### src/rtl/piso_tx.sv
// piso_tx: parallel-in serial-out framed transmitter.
// Accepts a WIDTH-bit word on a load/ready handshake and sends it as
// start bit (0), data bits LSB first, stop bit (1); each bit lasts DIV clocks.
//
// Parameters:
//   WIDTH  data bits per frame (>=1)
//   DIV    clock cycles per serial bit (>=1)
// Ports:
//   clk    rising-edge clock
//   clr    synchronous active-high reset
//   d      parallel word, sampled only when a load is accepted
//   load   request to send d; accepted when ready=1
//   ready  high when idle and able to accept load (registered)
//   sout   serial line, idles high (registered)
//   done   one-cycle pulse after the stop bit of each frame (registered)

module piso_tx #(
    parameter int WIDTH = 4,
    parameter int DIV   = 4
) (
    input  logic             clk,
    input  logic             clr,
    input  logic [WIDTH-1:0] d,
    input  logic             load,
    output logic             ready,
    output logic             sout,
    output logic             done
);

    localparam int unsigned DIV_CW = (DIV > 1) ? $clog2(DIV) : 1;
    localparam int unsigned BIT_CW = $clog2(WIDTH + 1);

    localparam logic [DIV_CW-1:0] DIV_LAST = DIV_CW'(DIV - 1);
    localparam logic [BIT_CW-1:0] BIT_LAST = BIT_CW'(WIDTH - 1);

    typedef enum logic [1:0] {
        IDLE  = 2'd0,
        START = 2'd1,
        DATA  = 2'd2,
        STOP  = 2'd3
    } state_t;

    state_t            r_state;
    logic [DIV_CW-1:0] r_div_cnt;
    logic [BIT_CW-1:0] r_bit_cnt;
    logic [WIDTH-1:0]  r_shift;
    logic              r_sout;
    logic              r_ready;
    logic              r_done;

    // Last clock of the current serial bit period.
    logic              w_bit_end;
    // Shift register contents after the next shift; bit 0 is the next data bit.
    logic [WIDTH-1:0]  w_shift_nxt;

    assign w_bit_end   = (r_div_cnt == DIV_LAST);
    assign w_shift_nxt = r_shift >> 1;

    assign ready = r_ready;
    assign sout  = r_sout;
    assign done  = r_done;

    // Frame sequencer; sout/ready/done are updated together with the state so
    // they always reflect the bit currently on the line.
    always_ff @(posedge clk) begin
        if (clr) begin
            r_state   <= IDLE;
            r_div_cnt <= '0;
            r_bit_cnt <= '0;
            r_shift   <= '0;
            r_sout    <= 1'b1;
            r_ready   <= 1'b1;
            r_done    <= 1'b0;
        end else begin
            r_done <= 1'b0;
            case (r_state)
                IDLE: begin
                    if (load) begin
                        r_shift   <= d;
                        r_div_cnt <= '0;
                        r_bit_cnt <= '0;
                        r_state   <= START;
                        r_ready   <= 1'b0;
                        r_sout    <= 1'b0;
                    end
                end

                START: begin
                    if (w_bit_end) begin
                        r_div_cnt <= '0;
                        r_state   <= DATA;
                        r_sout    <= r_shift[0];
                    end else begin
                        r_div_cnt <= r_div_cnt + DIV_CW'(1);
                    end
                end

                DATA: begin
                    if (w_bit_end) begin
                        r_div_cnt <= '0;
                        r_shift   <= w_shift_nxt;
                        if (r_bit_cnt == BIT_LAST) begin
                            r_bit_cnt <= '0;
                            r_state   <= STOP;
                            r_sout    <= 1'b1;
                        end else begin
                            r_bit_cnt <= r_bit_cnt + BIT_CW'(1);
                            r_sout    <= w_shift_nxt[0];
                        end
                    end else begin
                        r_div_cnt <= r_div_cnt + DIV_CW'(1);
                    end
                end

                STOP: begin
                    if (w_bit_end) begin
                        // Returning to IDLE raises ready in the same cycle as done,
                        // so a held load starts the next frame right after it.
                        r_div_cnt <= '0;
                        r_state   <= IDLE;
                        r_ready   <= 1'b1;
                        r_done    <= 1'b1;
                        r_sout    <= 1'b1;
                    end else begin
                        r_div_cnt <= r_div_cnt + DIV_CW'(1);
                    end
                end

                default: begin
                    r_state   <= IDLE;
                    r_div_cnt <= '0;
                    r_bit_cnt <= '0;
                    r_sout    <= 1'b1;
                    r_ready   <= 1'b1;
                end
            endcase
        end
    end

endmodule
### config.mk
export PLATFORM = sky130hd
export DESIGN_NAME = piso_tx
export DESIGN_NICKNAME = d
export VERILOG_FILES = /design/src/rtl/piso_tx.sv
export SDC_FILE = /design/constraint.sdc
export NUM_CORES = 1
export LEC_CHECK = 0
export CAP_MARGIN = 10
export CELL_PAD_IN_SITES_DETAIL_PLACEMENT = 1
export CELL_PAD_IN_SITES_GLOBAL_PLACEMENT = 1
export CORE_MARGIN = 2
export CORE_UTILIZATION = 35
export DETAILED_ROUTE_END_ITERATION = 8
export PLACE_DENSITY_LB_ADDON = 0.1
export SETUP_SLACK_MARGIN = 0.1
export SYNTH_ARGS = -nofsm -noshare
export SYNTH_HDL_FRONTEND = slang
export SYNTH_SLANG_ARGS = --single-unit
### constraint.sdc
create_clock -name clk -period 2.1 [get_ports clk]
set_input_delay 0.42 -clock clk [delete_from_list [all_inputs] [get_ports clk]]
set_output_delay 0.42 -clock clk [all_outputs]
set_load 0.02 [all_outputs]
==> results by group <==
Run status
  • Status: completed

Min path
  • Min-Delay Path Class: register to register
  • Worst Hold Path Cells: 2
  • Hold_sp: r_div_cnt[1]$_SDFFE_PP0P_

Worst setup path
  • Reg-to-reg startpoint: r_state[0]$_SDFFE_PP0P_
  • Worst setup startpoint: r_state[0]$_SDFFE_PP0P_
  • CP Max Fanout: 9
  • Cells on worst reg2reg path: 6
  • Crit. End Element: register
  • Crit path DAT: a little under 2 ns
  • Startpoint Class: register
  • CP required: between 2 and 2.5 ns
  • Setup CP Type: register to register

Placed design
  • Routability cong.: about 0.76
  • Port bufs: 9
  • Dpl ws: approximately 0.25 ns
  • Placed inst area: between 800 and 900 um^2
  • DP HPWL: 1180 um

STA
  • Slew Viols, Final: 0
  • Max_slew headroom: 0.658
  • Hold_ws: 0.474 ns
  • Setup Skew: between 0.007 and 0.008 ns
  • Setup TNS: 0 ns
  • Fmax: approximately 0.57 GHz
  • Period utilization: 0.837
  • RSZ-0062 raised after global routing: no
  • Final worst slack: 0.343 ns
  • Fin crit period: around 1.8 ns
  • Final hold violation count: 0
  • Worst-Margin Slew: 0.511 ns
  • Setup violators final: 0

Drt
  • Vias per std cell: ~5.2
  • 1st-iter DRT viols: 3
  • Total Wirelength: about 1600 um
  • Antenna Nets Post-Route: 0
  • DR DRC count: 0
  • Per-cell routed wire length: between 10 and 15 um
  • Total number of vias: between 500 and 600
  • DR pass1 iterations: 4

Floorplan
  • Initial Utilization: 0.370
  • Ports: 10
  • # rows: 16
  • Die height: 49.5 um
  • Die Area: between 2000 and 2500 um^2
  • Die X: around 50 um
  • Total core area: roughly 2000 um^2

Cells and area
  • Area growth from synthesis to layout: 18.4%
  • Post-route design area: ~860 um^2
  • Inserted Diodes: 0
  • Share of cells above drive strength 1: 0.0787
  • Most frequent cells in the layout: dfxtp_1, nor2_1, clkdlybuf4s50_1, a21oi_1, ha_1
  • Layout Nets: ~110
  • Commonest non-fill, non-tap cell in the layout: dfxtp_1
  • Fill cell count: between 200 and 300

Clock network
  • Root Buffer: clkbuf_4
  • CTS tree: done
  • Hold_buf cts: 0
  • CTS Buffer Depth: 2
  • Clock Latency Late Sink: roughly 0.28 ns
  • Cts bufs inserted: 3
  • CTS H-tree depth: 1
  • Worst-path clk slew: 0.09 ns
  • CTS Sinks: 14

Global route
  • Largest net degree at the start of global routing: 15
  • Global route overflow: 0
  • Global-route usage over all layers: 0.152
  • Vias in the first global route: 630
  • First-pass GRT wire length: 2830 um
  • Initial antenna violation count: 0

Power
  • Final Power: 0.00116 W
  • Worst VDD drop: 0.632 mV
  • Static Leakage: 0.335 nW
  • P per Cell Area: between 1000 and 1500 nW/um^2

Yosys
  • Post-Syn Area: just over 700 um^2
  • Ys Warns: 0
  • Sequential share of the synthesized area: 0.386
  • Seq cells post-synth: 14
  • Library cells used by synthesis: 25
  • Mapped Nets: 93
  • Cells after Synth: 79
  • Syn avg cell area: between 9 and 10 um^2

Run
  • Max_cap viols: 0
report_power, final:
part	internal (W)	leakage (nW)	switching (W)	total, W
logic	0.000265	0.206	0.000353	0.000618
registers	0.000340	0.115	0.0000532	0.000393
clock network	0.0000664	0.0138	0.0000851	0.000152
metal layers:
layer / vias to the layer above / track usage / wire length (um)
met4: 0 / 0.0556 / 21
met1: 284 / 0.187 / 786
met5: - / 0 / 0
met3: 4 / 0.0394 / 63
li1: 301 / - / -
met2: 9 / 0.256 / 723
area by class of cell:
type / count / area [um^2] / area share
Timing Repair Buffer: 9 / 90.1 / 0.105
Tap cell: 27 / 33.8 / 0.0393
Sequential cell: 14 / 280 / 0.326
Inverter: 3 / 11.3 / 0.0131
Multi-Input combinational cell: 60 / 422 / 0.491
Clock buffer: 3 / 22.5 / 0.0262
registers in the layout (all words and copies together) (netlist names):
signal / flops
done: 1
r_bit_cnt: 3
r_div_cnt: 2
r_shift: 4
r_state: 2
ready: 1
sout: 1
final timing paths:
check,to,slack (ns)
max reg2reg,r_shift[1]$_SDFFE_PP0P_,0.34
min reg2reg,r_div_cnt[1]$_SDFFE_PP0P_,0.47
min,r_div_cnt[1]$_SDFFE_PP0P_,0.47
max,r_shift[1]$_SDFFE_PP0P_,0.34
cells in the mapped netlist, drive strengths merged:
cell type / instances / area [um^2]
a211o: 1 / 8.76
a211oi: 5 / 37.5
a21oi: 8 / 40.0
and3b: 1 / 8.76
buf: 1 / 11.3
clkbuf: 1 / 3.75
dfxtp: 14 / 280
ha: 7 / 87.6
inv: 3 / 11.3
mux2i: 5 / 50.1
nand2: 3 / 11.3
nand2b: 2 / 12.5
nand3: 2 / 10.0
nand3b: 1 / 7.51
nor2: 10 / 37.5
nor2b: 3 / 28.8
nor3: 4 / 31.3
nor4: 1 / 6.26
o21ai: 5 / 25.0
o21bai: 1 / 7.51
o221ai: 1 / 8.76
through the flow:
stage / util / cells
floorplan: - / 79
global placement: 0.425 / 113
detailed placement: 0.425 / 113
CTS: 0.437 / 116
global route: 0.438 / 116
finish: 0.438 / 116
critical path, cell delays in order (launching register included):
cell and delay [ns]:
dfxtp_1 0.38, inv_1 0.10, ha_1 0.29, nor2b_2 0.22
nor3_4 0.37, nor2_1 0.09, a211oi_1 0.22
cell families (layout without fill, tap and decap cells):
kind of cell | Yosys count | after routing | share of synthesized area
AOI/OAI and AO/OA | 21 | 21 | 0.176
adders and majority gates | 7 | 7 | 0.121
buffers and inverters | 5 | 15 | 0.0362
DFF | 14 | 14 | 0.386
muxes | 5 | 5 | 0.0690
and+or+nand+nor | 27 | 27 | 0.212
timing repair:
action / 4_1_cts / 5_1_grt
buffers inserted: 0 / 0
endpoints found under the setup margin: 0 / 2
resized for setup: 0 / 1
hold endpoints to repair: 0 / 0
(Power assumes the default switching activity.)
